==> config.mk <==
export PLATFORM = sky130hd
export DESIGN_NAME = iob_bidir_bus
export DESIGN_NICKNAME = d
export VERILOG_FILES = /design/src/rtl/iob_pkg.sv /design/src/rtl/iob_capture_pipe.sv /design/src/rtl/iob_bidir_bus.sv
export SDC_FILE = /design/constraint.sdc
export NUM_CORES = 1
export LEC_CHECK = 0
export BUFFER_PORTS_ARGS = -buffer_cell sky130_fd_sc_hd__buf_2
export CAP_MARGIN = 20
export CORE_MARGIN = 2
export CORE_UTILIZATION = 42
export DETAILED_ROUTE_END_ITERATION = 16
export GPL_ROUTABILITY_DRIVEN = 0
export PLACE_DENSITY = 0.83
export SETUP_SLACK_MARGIN = 0.3
export SYNTH_ARGS = -nofsm -noshare
export SYNTH_HDL_FRONTEND = slang
export SYNTH_SLANG_ARGS = --single-unit
export TNS_END_PERCENT = 50
==> constraint.sdc <==
create_clock -name clock -period 1.65 [get_ports clock]
set_clock_uncertainty 0.05 [all_clocks]
set_input_delay 0.33 -clock clock [delete_from_list [all_inputs] [get_ports clock]]
set_output_delay 0.33 -clock clock [all_outputs]
set_load 0.01 [all_outputs]
==> src/rtl/iob_pkg.sv <==
`default_nettype none
// ============================================================================
//  Module      : iob_pkg
//  Description : Shared constants for the registered bidirectional bus port:
//                state encoding, turnaround counter width and tristate
//                polarity.
//  Revision    : 1.0 - initial release
// ============================================================================
package iob_pkg;

    // Turnaround counter width; covers TURNAROUND values 0..15
    localparam int TURN_CNT_W = 4;

    // State encoding
    localparam int         STATE_W = 2;
    localparam logic [1:0] IDLE    = 2'd0;
    localparam logic [1:0] DRIVE   = 2'd1;
    localparam logic [1:0] TURN    = 2'd2;

    // Tristate polarity as seen by OBUFT/IOBUF T pins
    localparam logic T_HIZ   = 1'b1;
    localparam logic T_DRIVE = 1'b0;

endpackage : iob_pkg
`default_nettype wire

==> src/rtl/iob_capture_pipe.sv <==
`default_nettype none
// ============================================================================
//  Module      : iob_capture_pipe
//  Description : Shift pipeline of depth STAGES carrying captured pad data
//                together with its valid tag; synchronous clear.
//  Revision    : 1.0 - initial release
// ============================================================================
module iob_capture_pipe #(
    parameter int WIDTH  = 17,
    parameter int STAGES = 1
) (
    input  logic             clk,
    input  logic             rst,
    input  logic [WIDTH-1:0] i_data,
    output logic [WIDTH-1:0] o_data
);

    logic [WIDTH-1:0] r_stage [STAGES];

    // Shift the sample and its tag one stage per cycle; clear flushes all stages
    always_ff @(posedge clk) begin
        if (rst) begin
            for (int i = 0; i < STAGES; i++) begin
                r_stage[i] <= '0;
            end
        end else begin
            r_stage[0] <= i_data;
            for (int i = 1; i < STAGES; i++) begin
                r_stage[i] <= r_stage[i-1];
            end
        end
    end

    assign o_data = r_stage[STAGES-1];

endmodule : iob_capture_pipe
`default_nettype wire

==> src/rtl/iob_bidir_bus.sv <==
`default_nettype none
// ============================================================================
//  Module      : iob_bidir_bus
//  Description : Registered WIDTH-bit bidirectional bus port. Registered
//                output data and per-bit tristate control, registered input
//                capture with a valid tag, and a turnaround state machine
//                inserting high-Z dead cycles after the bus is released.
//  Revision    : 1.0 - initial release
// ============================================================================
module iob_bidir_bus
    import iob_pkg::*;
#(
    parameter int WIDTH      = 16,
    parameter int TURNAROUND = 1,
    parameter int IN_STAGES  = 1
) (
    input  logic             clock,
    input  logic             reset,
    input  logic             drv_req,
    input  logic [WIDTH-1:0] drv_data,
    output logic             drv_ready,
    output logic [WIDTH-1:0] pad_o,
    output logic [WIDTH-1:0] pad_t,
    input  logic [WIDTH-1:0] pad_i,
    output logic [WIDTH-1:0] rd_data,
    output logic             rd_valid,
    output logic             busy
);

    // Parameter range guard: out-of-range settings stop elaboration
    if (WIDTH < 1 || TURNAROUND < 0 || TURNAROUND > 15 ||
        IN_STAGES < 1 || IN_STAGES > 4) begin : g_param_check
        $error("iob_bidir_bus: parameter out of range");
    end

    localparam logic                  C_HAS_TURN  = (TURNAROUND > 0);
    localparam logic [TURN_CNT_W-1:0] C_TURN_LOAD =
        (TURNAROUND > 0) ? TURN_CNT_W'(TURNAROUND - 1) : '0;

    logic [STATE_W-1:0]    r_state;
    logic [STATE_W-1:0]    w_state_nxt;
    logic [TURN_CNT_W-1:0] r_cnt;
    logic [TURN_CNT_W-1:0] w_cnt_nxt;
    logic [WIDTH-1:0]      r_pad_o;
    logic [WIDTH-1:0]      w_pad_o_nxt;
    // One T register per bit so each can be packed into its own IOB
    logic [WIDTH-1:0]      r_pad_t;
    logic [WIDTH-1:0]      w_pad_t_nxt;
    logic [WIDTH:0]        w_cap_in;
    logic [WIDTH:0]        w_cap_out;

    // State, counter and pad registers; reset releases the bus with no turnaround
    always_ff @(posedge clock) begin
        if (reset) begin
            r_state <= IDLE;
            r_cnt   <= '0;
            r_pad_o <= '0;
            r_pad_t <= {WIDTH{T_HIZ}};
        end else begin
            r_state <= w_state_nxt;
            r_cnt   <= w_cnt_nxt;
            r_pad_o <= w_pad_o_nxt;
            r_pad_t <= w_pad_t_nxt;
        end
    end

    // Next-state and next pad values; pad_o holds its last word after release
    always_comb begin
        w_state_nxt = r_state;
        w_cnt_nxt   = r_cnt;
        w_pad_o_nxt = r_pad_o;
        w_pad_t_nxt = r_pad_t;
        case (r_state)
            IDLE: begin
                if (drv_req) begin
                    w_state_nxt = DRIVE;
                    w_pad_o_nxt = drv_data;
                    w_pad_t_nxt = {WIDTH{T_DRIVE}};
                end
            end
            DRIVE: begin
                if (drv_req) begin
                    w_pad_o_nxt = drv_data;
                end else begin
                    w_pad_t_nxt = {WIDTH{T_HIZ}};
                    if (C_HAS_TURN) begin
                        w_state_nxt = TURN;
                        w_cnt_nxt   = C_TURN_LOAD;
                    end else begin
                        w_state_nxt = IDLE;
                    end
                end
            end
            TURN: begin
                if (r_cnt == '0) begin
                    w_state_nxt = IDLE;
                end else begin
                    w_cnt_nxt = r_cnt - 1'b1;
                end
            end
            default: begin
                w_state_nxt = IDLE;
                w_cnt_nxt   = '0;
                w_pad_t_nxt = {WIDTH{T_HIZ}};
            end
        endcase
    end

    // Samples are tagged valid only when the bus was released and settled
    assign w_cap_in = {(r_state == IDLE), pad_i};

    iob_capture_pipe #(
        .WIDTH  (WIDTH + 1),
        .STAGES (IN_STAGES)
    ) u_capture_pipe (
        .clk    (clock),
        .rst    (reset),
        .i_data (w_cap_in),
        .o_data (w_cap_out)
    );

    assign drv_ready = !reset && (r_state != TURN);
    assign busy      = (r_state == TURN);
    assign pad_o     = r_pad_o;
    assign pad_t     = r_pad_t;
    assign rd_data   = w_cap_out[WIDTH-1:0];
    assign rd_valid  = w_cap_out[WIDTH];

endmodule : iob_bidir_bus
`default_nettype wire

### Word level (Yosys, flattened, before mapping)

Memory sizes are Yosys's and may differ from the RTL's.
Index checks and enable logic that the tools add are counted.

| storage, ports and cells | value |
|---|---|
| register bits | 38 |
| bits in writable memories | 17 |
| bits of input ports | 35 |
| output and inout bits | 51 |
| memories | 1 |

| operators by class | value |
|---|---|
| add/sub/neg operators | 1 |
| eq/ne operators | 7 |
| mux-type cells | 15 |
| bitwise logic cells | 2 |
| reductions and logical operators | 10 |

Memories:

| memory | depth | bits a word | rd ports | clocked after Yosys merged registers in | write ports | RTL line | RTL |
|---|---|---|---|---|---|---|---|
| u_capture_pipe.r_stage | 1 | 17 | 1 | 0 | 1 | iob_capture_pipe.sv:18 | `logic [WIDTH-1:0] r_stage [STAGES];` |

Operators by type and width:

| kind | number |
|---|---|
| $pmux 16 s3 | 1 |
| $mux 16 | 2 |
| $mux 17 | 1 |
| $reduce_or 17->1 | 1 |
| $pmux 4 s3 | 1 |
| $reduce_and 3->1 | 3 |
| $mux 4 | 2 |
| $ne 2x2->1 const B | 4 |
| $mux 2 | 3 |
| $pmux 2 s3 | 1 |
| $logic_not 4->1 | 1 |
| $mux 1 | 4 |
| $sub 4x1->4 const B | 1 |
| $eq 2x1->1 const B | 1 |
| $eq 2x2->1 const B | 1 |
| $logic_not 2->1 | 1 |
| $ne 2x1->1 const B | 1 |
| $not 1->1 | 2 |
| $reduce_and 2->1 | 1 |
| $reduce_or 2->1 | 1 |
| $logic_and 1x1->1 | 1 |
| $logic_not 1->1 | 1 |

### Logic depth before layout (Yosys ltp)

Gate-level depths: netlist (run 1).

| depth | value |
|---|---|
| word-level depth | 3 |
| depth in mapped cells | 5 |

### Modules after synthesis

Synthesis (run 1) repeated with hierarchy kept, for this count alone.

| second synthesis, totals | value |
|---|---|
| cell total of the unflattened synthesis | 161 |
| area, all modules | 1498.9 µm² |

Modules (own cells, without submodules):

| module | instances | cells an instance | area an instance (µm²) | seq. area each (µm²) |
|---|---|---|---|---|
| iob_bidir_bus | 1 | 126 | 1023.5 | 460.4 |
| iob_capture_pipe | 1 | 35 | 475.5 | 340.3 |

### Worst setup path before layout (run 1)

No wires, ideal clock.

| timing path | value |
|---|---|
| path type | flip-flop to flip-flop |
| start | register r_cnt[0] |
| end | register r_cnt[1] |
| arrival | 1294 ps |
| data required time | 1526 ps |
| path slack | 231 ps |
| cell stages (with the launch flop) | 6 |
| cells stage by stage | dfxtp_1 -> inv_1 -> ha_1 -> nor3b_1 -> or4_1 -> a31oi_1 |

| on the way | value |
|---|---|
| cells in the longest elaborated chain, start to end | 3 |

Ends and longest elaborated chain:

| what | RTL line | RTL |
|---|---|---|
| from (decl) | iob_bidir_bus.sv:42 | `logic [TURN_CNT_W-1:0] r_cnt;` |
| from (signal assigned) | iob_bidir_bus.sv:61 | `r_cnt <= w_cnt_nxt;` |
| $sub 4x1->4 / $logic_not 4->1 (equally long branches) | iob_bidir_bus.sv:98, iob_bidir_bus.sv:95 |  |
| $mux 4 / $ne 2x2->1 (equally long branches) | -- |  |
| $pmux 4 s3 / $reduce_and 3->1 (equally long branches) | -- |  |

Parallel ways exist; a longest one is shown, timed or not. The select of a mux whose other input is x is not followed.
A chain may end at the register's enable or synchronous reset.

### Final worst setup path (run 1)

| timing path | value |
|---|---|
| start | register r_state[0] |
| end | output drv_ready |

| on the way | value |
|---|---|
| cells in the longest elaborated chain, start to end | 2 |

Ends and longest elaborated chain:

| what | RTL line | RTL |
|---|---|---|
| from (decl) | iob_bidir_bus.sv:40 | `logic [STATE_W-1:0] r_state;` |
| from (signal assigned) | iob_bidir_bus.sv:60 | `r_state <= w_state_nxt;` |
| $ne 2x2->1 | iob_bidir_bus.sv:122 | `assign drv_ready = !reset && (r_state != TURN);` |
| $logic_and 1x1->1 | iob_bidir_bus.sv:122 |  |
| to (decl) | iob_bidir_bus.sv:21 | `output logic drv_ready,` |

No other way between the ends.

==> impl.org, run 1 <==
** Synth
- After Yosys synthesis, and, or, nand and nor cells account for 24.3% of the synthesized area.
- In the synthesized netlist the dominant register cell turns out to be dfxtp_1.
- Of the total synthesized cell area, the portion taken by XOR and XNOR cells is 0%.
- Synth Area in Adders :: 0.851%
- Cell variety after synth :: 26
- Cell type with the largest total area after synthesis :: dfxtp_1
- Number of warnings issued by yosys :: 0
- Summing the sequential cell areas from Yosys gives 54.5% of the chip area.
- Fraction of the mapped netlist area in compound gates :: 9.36%
- Gate Count Post-Synth :: 164
- Yosys mapped a number of flops with a built-in enable equal to 0.
- Synth top area cells :: dfxtp_1 54%, nand2_1 8.2%, buf_4 7.7%
- After synthesis the netlist holds a flip-flop and latch count of 40.
- Mean area per synthesized cell :: 8.96 um2
- Proportion of netlist area held by the largest area contributor :: 54.5%
- The synthesized netlist occupies a cell area of 1470 um2.
- Net Count, Synth :: 200
- Largest family of logic cells by synthesized area :: simple AND/OR/NAND/NOR gates
- Share of synthesized registers carrying an async set or reset :: 0%
- Multiplexer share of the synthesized area :: 0%

** Worst setup path
- Depth of the worst register-to-register path :: 5
- CP Data Required Time :: 1.27 ns
- Along the worst path, the maximum fanout reaches 3.
- Type of element capturing the critical path :: output port
- The worst setup path is launched from a flop.
- Arrival time of the worst setup path :: 1.06 ns
- The startpoint identified for the worst register-to-register timing path is r_cnt[0].
- Setup slack on the worst reg-to-reg path comes out at 0.24 ns.
- Worst flop-to-flop path endpoint :: r_cnt[1]
- By startpoint and endpoint, the worst setup path is classified as flop to output port.

** Timing
- Measured slew at the worst slew-check pin :: 0.307 ns
- Number of max-slew violations in the final report :: 0
- Hold Fails Final Rpt :: 0
- The final critical path takes up 87.4% of the cycle.
- Setup violations remaining at the end of the flow were counted as 0.
- For the finished layout, the period the worst path requires is 1.44 ns.
- Worst hold slack after final layout :: 0.131 ns
- Summed over all failing endpoints, the final setup total negative slack is 0 ns.
- Measured against its own limit, the worst slew margin works out to 79.6%.
- Setup repair after global routing could not meet its margin everywhere.
- Highest clock frequency the design can meet :: 0.694 GHz

** Global route
- The first global-routing pass estimated 5140 um of wire.
- GRT Residual Overflow :: 0
- Total routing resource utilization after global routing :: 16.5%
- Pin count of the biggest net entering global routing :: 28
- The number of antenna violations at the first check in global routing is 0.
- The number of global-route vias before repair was 1228.

** CTS
- H-tree depth :: 2
- The later pin in the worst-skew pair is clocked with a latency of 0.34 ns.
- Cts-stage hold buffer count :: 0
- Max Buffers Root-to-Sink :: 2
- Clock tree synthesis inserted a total of 5 buffers.
- Buffer type at the clock tree root :: clkbuf_4
- Clock slew seen by the registers of the worst setup and hold paths :: 0.11 ns
- TritonCTS Sinks :: 40
- Clock tree from TritonCTS :: yes

** Drt
- The count of nets left with antenna violations once routing finished came out at 0.
- In this run, the number of DRC markers left after iteration 0 of detailed routing was 21.
- Routed vias/inst :: 4.61
- The routed design has 3250 um of wire.
- The pre-antenna-repair detailed-routing pass consisted of 4 iterations.
- Routed WL per cell :: 11.2 um
- After detailed routing, the number of remaining DRC violations is 0.
- Total number of vias :: 1332

** Power
- Leakage power :: 0.962 nW
- VDD IR-drop max :: 0.613 mV
- For this design the ratio of total power to cell area is 878 nW/um2.

** Run
- The tool flagged a number of max-cap violations equal to 0.

** Layout
- With fillers left out, the area of the finished cells amounts to 2010 um2.
- Ratio of cells with drive above 1 in the final layout :: 48.6%
- Number of nets in the layout :: 279
- Counting the fill cells in the layout gives 294.
- Area growth syn-to-layout :: 36.9%
- Cells fill 60.3% of the core in the end.
- The count of cells in the finished layout, fillers not included, comes to 289.
- Antenna diode instance count :: 0

** Min path
- Path class of the lowest-slack min-delay path :: primary input to flop
- The worst hold path begins at pad_i[14].
- The worst hold path was traced through 2 stages.
- Worst-case hold path end point :: u_capture_pipe.r_stage[0][14]

** Run status
- Run status :: complete, no violations

** Floorplan
- Core area :: 3340 um2
- The die covers 3990 um2.
- The die is 63.2 um tall.
- Num rows :: 21
- Top-level I/O count :: 86
- Effective utilization at floorplan :: 44.1%
- Die width :: 63.2 um

** Place
- Total of buffers placed on input and output ports :: 85
- The wire-length estimate of the detail-placed layout is 2170 um.
- In this run, placement finished with an instance count of 275.
- Once placement finished, the instance area stood at 1870 um2.
-- state kept, by name, indices dropped and copies added, names as in the netlist --
signal,count
pad_o,16
pad_t,1
r_state,2
u_capture_pipe.r_stage,17
r_cnt,4
-- power by group --
group | total [mW] | switching, mW | internal, mW | leakage [nW]
clock network | 0.459 | 0.302 | 0.157 | 0.0281
logic | 0.269 | 0.139 | 0.130 | 0.601
registers | 1.04 | 0.0249 | 1.01 | 0.334
-- final cells by class --
cell class | instances | area (um2) | share of cell area, %
clock buffer | 6 | 41.3 | 2.05
tap | 46 | 57.6 | 2.86
timing repair buffer | 95 | 526 | 26.1
sequential | 40 | 816 | 40.5
multi-input combinational | 97 | 549 | 27.3
clock inverter | 1 | 5.00 | 0.249
inverter | 4 | 17.5 | 0.871
-- critical path, cell delays in order (launching register included) --
cell      delay (ns)
dfxtp_4         0.35
nand2b_4        0.15
inv_4           0.06
nor2_2          0.03
buf_2           0.14
-- placed cells by master, fill, tap and decap left out, types with 2 or more instances in the layout --
master	count
a21oi_1	19
nor2b_1	18
or4_1	2
nand2_1	32
clkbuf_4	5
dfxtp_1	34
a31oi_1	2
dfxtp_2	3
buf_4	8
dfxtp_4	3
buf_12	2
nor2_1	4
nand3_1	3
inv_2	3
buf_2	85
-- kinds of logic after synthesis --
| family | count (synthesis) |
|---|---|
| flops | 40 |
| fa+ha+maj | 1 |
| simple gates | 71 |
| buf+inv | 27 |
| compound gates | 25 |
-- stage by stage --
stage / total power, mW / setup WS [ns]
floorplan: 1.23 / 0.323
global placement: 1.32 / 0.284
detailed placement: 1.33 / 0.275
CTS: 1.78 / 0.188
global route: 1.85 / 0.150
finish: 1.77 / 0.208
-- Yosys cell counts (all sizes together) (2+ instances only) --
cell and instances:
a31oi 2, nand2b 3, dfxtp 40, or4 2, clkbuf 5, nor2b 18, nand3 3, a21oi 19
nand2 32, or3 2, buf 18, nor2 5, inv 4
-- metal layers --
| metal | up-vias | GRT usage, % | share of wire [%] |
|---|---|---|---|
| li1 | 671 | - | - |
| met1 | 599 | 16.2 | 40 |
| met2 | 52 | 29.5 | 52 |
| met3 | 10 | 4.11 | 5.7 |
| met4 | 0 | 12.5 | 2.7 |
| met5 | - | 0 | 0 |
-- worst max-delay path by stage --
stage,from,end
after CTS,r_state[0],drv_ready
after global placement,r_cnt[0],r_cnt[1]
after global routing,r_state[0],drv_ready
after detailed placement,r_cnt[2],r_cnt[3]
final,r_state[0],drv_ready
after floorplan,r_cnt[0],r_cnt[1]
-- what timing repair did --
item | 4_1_cts | 5_1_grt
setup buffers | 4 | 3
resized for setup | 8 | 8
setup endpoints to repair | 20 | 14
pin swaps | 0 | 3
(Power assumes the default switching activity.)
==> run 2: changes to the inputs <==
Settings changed: ABC_AREA set to 1, CORE_MARGIN 2 to 4, CORE_UTILIZATION 42 to 43, PLACE_DENSITY 0.83 to 0.84.
Clock period 1.65 ns to 1.4 ns, I/O delays scaled along.
==> run 2 against run 1 <==
Against the previous run: routed wire length grew 23%; via count up 7.3%; total power increased by 37%.
==> impl.org, run 2 <==
** Layout
- Number of cells in the finished layout apart from fillers :: 324 (was 289)
- The signed area change from the synthesized netlist to the final layout came to 58.8% (was 36.9%).
- Number of nets in the layout :: 313 (was 279)
- The flip-flop count of the largest register after layout was 17 (unchanged).
- Post-route cell area :: 2410 um2 (was 2010 um2)
- Utilization after layout :: 71.7% (was 60.3%)
- Largest reg by FF count :: u_capture_pipe.r_stage (unchanged)
- Most frequent cells in the layout :: 56 x nor2_1, 49 x buf_2, 38 x buf_6, 24 x dfxtp_2, 20 x inv_1 (was 85 x buf_2, 34 x dfxtp_1, 32 x nand2_1, 19 x a21oi_1, 18 x nor2b_1)
- Ratio of cells with drive above 1 in the final layout :: 55.0% (was 48.6%)
- The diode insertion count for antenna repair came to 0 (unchanged).
- The most common cell after layout, fill and taps aside is nor2_1 (was buf_2).

** Synth
- Synth Cell Area :: 1520 um2 (was 1470 um2)
- Synth top area cells: dfxtp_1 53%, nor2_1 14%, buf_4 7.4% (was dfxtp_1 54%, nand2_1 8.2%, buf_4 7.7%).
- Cell type with the largest total area after synthesis :: dfxtp_1 (unchanged)
- The most instantiated flip-flop cell in the synthesis netlist was dfxtp_1 (unchanged).
- The yosys synthesis warning count came to 0 (unchanged).
- The number of distinct library cell variants in the gate-level netlist after synthesis is 20 (was 26).
- The cell with the most instances after synthesis was nor2_1 (was dfxtp_1).
- The sequential share of the synthesized area was 52.7% (was 54.5%).
- Most numerous cell types in the synthesized netlist :: 57 x nor2_1, 40 x dfxtp_1, 22 x inv_1, 16 x o21ai_0, 15 x buf_4 (was 40 x dfxtp_1, 32 x nand2_1, 19 x a21oi_1, 18 x nor2b_1, 15 x buf_4)
- Proportion of netlist area held by the largest area contributor :: 52.7% (was 54.5%)
- Gate Count Post-Synth :: 188 (was 164)
- Share of synthesized registers carrying an async set or reset :: 0% (unchanged)
- The count of state elements after synthesis is 40 (unchanged).
- The number of enable-type register cells in the synthesized netlist was 0 (unchanged).
- Net Count, Synth :: 224 (was 200)
- The post-synthesis average cell area came to 8.08 um2 (was 8.96 um2).

** CTS
- Max Buffers Root-to-Sink :: 2 (unchanged)
- The clock sink count came to 40 (unchanged).
- The clock tree from TritonCTS is yes (unchanged).
- The worst-skew pair later-pin latency was 0.35 ns (was 0.34 ns).
- The cell at the root of the clock tree is clkbuf_4 (unchanged).
- Clock slew seen by the registers of the worst setup and hold paths :: 0.12 ns (was 0.11 ns)
- The total CTS buffers was 5 (unchanged).
- H-tree depth :: 2 (unchanged)

** Worst setup path
- The required time reported for the critical path endpoint was 1.07 ns (was 1.27 ns).
- Critical-path top delay cell :: dfxtp_4 (unchanged)
- Cells along the critical path :: nor2_4 > nor2_1 > buf_2 (was nand2b_4 > inv_4 > nor2_2 > buf_2)
- The stage delay of the slowest cell on the critical path is 0.39 ns (was 0.35 ns).
- Depth of the worst register-to-register path :: 6 (was 5)
- Arrival time of the worst setup path :: 1.05 ns (was 1.06 ns)
- The startpoint type of the worst setup path was a flop (unchanged).
- The critical path capture point type was an output port (unchanged).
- The startpoint-to-endpoint class of the critical path is flop to output port (unchanged).
- The worst-path maximum fanout is 5 (was 3).

** Floorplan
- Num rows :: 21 (unchanged)
- The number of placed I/O pins was 86 (unchanged).
- The die width was 67.4 um (was 63.2 um).
- The initial core utilization was 45.2% (was 44.1%).
- The placeable core region is 3360 um2 (was 3340 um2).
- Die Ht :: 67.4 um (was 63.2 um)
- Area of the die :: 4550 um2 (was 3990 um2)

** Timing
- Hold Fails Final Rpt :: 0 (unchanged)
- The total negative setup slack was 0 ns (unchanged).
- Final cycle utilization of the critical path :: 98.4%
- Highest clock frequency the design can meet :: 0.726 GHz
- The count of final setup violators was 0 (unchanged).
- RSZ-0062 raised after global routing: true (unchanged).
- Relative slew slack :: 78.7% (was 79.6%)
- Period minus WS final :: 1.38 ns
- The number of pins with negative max-slew slack in the final report is 0 (unchanged).
- Measured slew at the worst slew-check pin :: 0.319 ns (was 0.307 ns)
- The worst hold slack came to 0.0725 ns (was 0.131 ns).
- The final critical-path setup slack came to 0.0230 ns (was 0.208 ns).

** Global route
- Met1 usage in global routing :: 14.5% (was 16.2%)
- Met3 Track Usage GR :: 5.66% (was 4.11%)
- Number of antenna violations at the first check in global routing :: 0 (unchanged)
- Pin count of the biggest net entering global routing :: 20 (was 28)
- GRT Residual Overflow :: 0 (unchanged)
- The met2 track utilization from global routing came to 31.9% (was 29.5%).
- Total routing resource utilization after global routing :: 16.4% (was 16.5%)
- Global-route layer with the greatest usage :: met2 (unchanged)
- Number of global-route vias before repair :: 1332 (was 1228)
- Wire length of the first global-routing pass :: 5500 um (was 5140 um)

** Power
- Leakage power :: 1.23 nW (was 0.962 nW)
- VDD IR-drop max :: 0.672 mV (was 0.613 mV)
- The total power was 2.41 mW (was 1.77 mW).
- Power density over the cells :: 1000 nW/um2 (was 878 nW/um2)

** Drt
- The number of DRC markers after the initial detailed-route iteration was 72 (was 21).
- The total length of routed wires is 3990 um (was 3250 um).
- The total iterations of the first detailed-routing run came to 4 (unchanged).
- Routed WL per cell :: 12.3 um (was 11.2 um)
- Total number of vias :: 1429 (was 1332)
- The total DRC errors in the routed layout was 0 (unchanged).
- Number of antenna-violating nets in the routed design :: 0 (unchanged)
- The post-detailed-route via-to-cell ratio was 4.41 (was 4.61).

** Place
- The placed cell count was 300 (was 275).
- Setup WS pre-CTS :: 0.178 ns (was 0.275 ns)
- Post-DP Area :: 1870 um2 (unchanged)
- Total of buffers placed on input and output ports :: 85 (unchanged)
- Detailed-placement wirelength estimate :: 2440 um (was 2170 um)

** Run status
- Run status: complete, no violations (unchanged).

** Min path
- Path class of the lowest-slack min-delay path :: primary input to flop (unchanged)
- The number of stages on the worst hold path came to 3 (was 2).

** Run
- The max capacitance violation total is 0 (unchanged).
[run 2: worst paths after layout]
check             startpoint                             to  slack, ns
setup / recovery  r_state[0]                      drv_ready       0.02
hold / removal      pad_i[8]   u_capture_pipe.r_stage[0][8]       0.07
setup reg to reg  r_state[1]                      pad_o[12]       0.23
hold reg to reg   r_state[0]  u_capture_pipe.r_stage[0][16]       0.44
[run 2: area by class of cell]
cell class / count / area [um2]
Fill cell: 283 / 951
Sequential cell: 40 / 838
Timing Repair Buffer: 102 / 818
Multi-Input combinational cell: 103 / 536
Inverter: 25 / 101
Tap cell: 46 / 57.6
Clock buffer: 6 / 51.3
Clock inverter: 2 / 10.0
[run 2: kinds of logic after synthesis]
| logic type | after synthesis | synth area share [%] |
|---|---|---|
| buffers and inverters | 45 | 16.1 |
| DFF | 40 | 52.7 |
| AOI/OAI and AO/OA | 22 | 7.25 |
| and+or+nand+nor | 80 | 23.1 |
| adders and majority gates | 1 | 0.824 |
[run 2: metal layers]
metal,vias up,part of all wire (%)
met5,-,0
met1,625,35
met3,12,8.3
met4,0,2.6
li1,733,-
met2,59,54
[run 2: worst max-delay path: cells and delay by family (launching register included)]
kind          cells  cell delay, ns
flops             1            0.39
simple gates      2            0.17
buf+inv           1            0.14
[run 2: what timing repair did]
item                                    in CTS  in global routing
setup buffers                               10                  5
pin swaps                                    3                  2
hold buffers                                 0                  0
endpoints found under the setup margin      71                 72
cloned                                       0                  1
gates resized for setup                     39                 56
[run 2: where the power goes]
| part | switching [mW] | internal (mW) | leakage [nW] |
|---|---|---|---|
| clock network | 0.362 | 0.239 | 0.0380 |
| registers | 0.0473 | 1.22 | 0.340 |
| logic | 0.250 | 0.296 | 0.853 |
| total | 0.659 | 1.75 | 1.23 |
==> run 3: changes to the inputs <==
Settings changed: CORE_UTILIZATION 43 to 46, PLACE_DENSITY 0.84 to 0.89.
Clock period 1.4 ns to 1.8 ns, I/O delays scaled along.
==> run 3 against run 2 <==
Against the previous run: hold slack gained 0.10 ns; critical endpoint unchanged; final area shrank 20%; critical path type unchanged; flip-flop and latch count is the same; first-iteration DRC count grew 9.7%.
==> impl.org, run 3 (same netlist as run 2, synthesis figures left out) <==
** Timing
- Highest clock frequency the design can meet :: 0.702 GHz
- Hold Fails Final Rpt :: 0 (unchanged)
- Relative slew slack :: 81.9% (was 78.7%)
- Period minus WS final :: 1.42 ns
- RSZ-0062 raised after global routing: false (was true).
- Final setup viols :: 0 (unchanged)
- Final cycle utilization of the critical path :: 79.1%
- The slew at the pin closest to its max-slew limit is 0.271 ns (was 0.319 ns).
- The number of pins with negative max-slew slack in the final report came to 0 (unchanged).
- The total negative setup slack is 0 ns (unchanged).

** Drt
- Initial drt markers :: 79 (was 72)
- The total iterations of the first detailed-routing run was 6 (was 4).
- Wire length on met2 :: 1500 um (was 2160 um)
- The sum of routed wire segments on met1 was 1300 um (was 1390 um).
- Number of antenna-violating nets in the routed design :: 0 (unchanged)
- Final wirelength :: 3170 um (was 3990 um)
- Total number of vias :: 1371 (was 1429)
- The post-detailed-route via-to-cell ratio was 4.45 (was 4.41).
- The met3 wirelength from detailed routing came to 332 um (was 330 um).
- DR top layer :: met4 (unchanged)
- The wire length per cell was 10.3 um (was 12.3 um).
- The total DRC errors in the routed layout was 0 (unchanged).

** Layout
- Flip-flop count of the largest register after layout :: 17 (unchanged)
- Post-route cell area :: 1940 um2 (was 2410 um2)
- The diode insertion count for antenna repair is 0 (unchanged).
- Most common cell after layout, fill and taps aside :: buf_2 (was nor2_1)
- The signed area change from the synthesized netlist to the final layout was 27.8% (was 58.8%).
- Ratio of cells with drive above 1 in the final layout :: 39.8% (was 55.0%)
- Most frequent cells in the layout: 85 x buf_2, 57 x nor2_1, 37 x dfxtp_1, 22 x inv_1, 16 x o21ai_0 (was 56 x nor2_1, 49 x buf_2, 38 x buf_6, 24 x dfxtp_2, 20 x inv_1).
- Utilization after layout :: 62.6% (was 71.7%)
- Number of cells in the finished layout apart from fillers :: 308 (was 324)
- Number of nets in the layout :: 300 (was 313)
- Largest reg by FF count :: u_capture_pipe.r_stage (unchanged)

** CTS
- The worst-skew pair later-pin latency came to 0.32 ns (was 0.35 ns).
- The clock slew at the register clock pins of the worst setup and hold paths is 0.11 ns (was 0.12 ns).
- TritonCTS Sinks :: 40 (unchanged)
- The cell at the root of the clock tree is clkbuf_4 (unchanged).
- The quantity of hold-fixing buffers added after cts came to 0 (unchanged).
- The total CTS buffers came to 5 (unchanged).
- Max Buffers Root-to-Sink :: 2 (unchanged)
- The number of H-tree levels was 2 (unchanged).
- Clock tree from TritonCTS :: yes (unchanged)

** Power
- The maximum resistive drop on vdd was 0.507 mV (was 0.672 mV).
- The total power is 1.65 mW (was 2.41 mW).
- The leakage power total is 1.05 nW (was 1.23 nW).
- The power per unit of standard cell area was 851 nW/um2 (was 1000 nW/um2).

** Place
- The number of I/O port buffers is 85 (unchanged).
- Detailed-placement wirelength estimate :: 2370 um (was 2440 um)
- The placed cell count came to 298 (was 300).
- The area of placed instances was 1860 um2 (was 1870 um2).

** Worst setup path
- The required time reported for the critical path endpoint came to 1.39 ns (was 1.07 ns).
- Critical Path Source Type :: flop (unchanged)
- Type of element capturing the critical path :: output port (unchanged)
- CP Max Fanout :: 5 (unchanged)
- Worst flop-to-flop path endpoint :: r_cnt[3] (was pad_o[12])
- Cells along the critical path :: nor2_4 > nor2_1 > buf_2 (unchanged)
- The stage delay of the slowest cell on the critical path is 0.43 ns (was 0.39 ns).
- The library cell contributing the largest single delay on the critical path is dfxtp_2 (was dfxtp_4).
- The origin of the critical flop-to-flop path was r_cnt[0] (was r_state[1]).
- Arrival time of the worst setup path :: 1.01 ns (was 1.05 ns)
- Depth of the worst register-to-register path :: 8 (was 6)
- The startpoint-to-endpoint class of the critical path is flop to output port (unchanged).
- R2r setup slk :: 0.49 ns (was 0.23 ns)

** Min path
- Path class of the lowest-slack min-delay path :: primary input to flop (unchanged)
- Hold Startpoint :: pad_i[0] (was pad_i[8])
- Hold path depth :: 3 (unchanged)
- The endpoint of the worst hold path is u_capture_pipe.r_stage[0][0] (was u_capture_pipe.r_stage[0][8]).

** Global route
- The maximum number of pins on one net before global-route repair is 20 (unchanged).
- The number of global-route vias before repair came to 1221 (was 1332).
- Number of antenna violations at the first check in global routing :: 0 (unchanged)
- The final global-route overflow total is 0 (unchanged).
- Wire length of the first global-routing pass :: 5110 um (was 5500 um)
- Total routing resource utilization after global routing :: 15.3% (was 16.4%)

** Floorplan
- The number of placed I/O pins was 86 (unchanged).
- The floorplan die area was 4290 um2 (was 4550 um2).
- Core area :: 3100 um2 (was 3360 um2)
- Die Ht :: 65.5 um (was 67.4 um)
- The initial core utilization is 49.0% (was 45.2%).
- The total number of placement rows was 20 (was 21).
- The die width was 65.5 um (was 67.4 um).

** Run
- The max capacitance violation total came to 0 (unchanged).

** Run status
- Run status: complete, no violations (unchanged).
[run 3: cell count changes in the layout (fill, tap and decap cells not counted), moves of 3 or more]
cell / delta
o21ai_1: -9
nand2_1: +3
dfxtp_2: -22
dfxtp_1: +23
buf_4: -8
buf_2: +36
buf_6: -38
o21ai_0: +11
[run 3: power breakdown]
part	internal [mW]	switching, mW
clock network	0.144	0.261
registers	0.941	0.0305
logic	0.122	0.155
total	1.21	0.447
[run 3: per-stage QoR]
stage	worst slack [ns]	hold WS [ns]
after global placement	0.585	0.408
after global routing	0.307	0.153
after floorplan	0.594	0.379
after detailed placement	0.509	0.417
after CTS	0.277	0.155
final	0.376	0.175
[run 3: layout make-up]
type	count	area, um2
Clock buffer	6	41.3
Clock inverter	1	5.00
Fill cell	290	1160
Inverter	25	104
Multi-Input combinational cell	103	474
Sequential cell	40	807
Tap cell	44	55.1
Timing Repair Buffer	89	455
[run 3: worst max path at each step]
stage                     startpoint        end  slack, ns  cells after the start
after CTS                 r_state[1]  drv_ready       0.28                      4
after detailed placement    r_cnt[0]   r_cnt[3]       0.51                      8
final                     r_state[0]  drv_ready       0.38                      3
after global placement      r_cnt[0]   r_cnt[3]       0.58                      8
after floorplan            pad_t[14]  pad_t[10]       0.59                      1
after global routing      r_state[1]  drv_ready       0.31                      4
[run 3: worst max-delay path: cells and delay by family, from the launching register on]
| kind | cells | cell delay [ns] |
|---|---|---|
| buf+inv | 1 | 0.13 |
| flops | 1 | 0.43 |
| simple gates | 2 | 0.14 |
[run 3: layer usage]
layer / GRT usage, % / vias to the layer above
li1: - / 706
met1: 17.0 / 599
met2: 25.5 / 62
met3: 6.15 / 4
met4: 6.99 / 0
met5: 0 / -
[run 3: what timing repair did]
action	in CTS	in global routing
endpoints found under the setup margin	18	2
buffers inserted	2	1
gates resized for setup	3	4
pin swaps	1	1
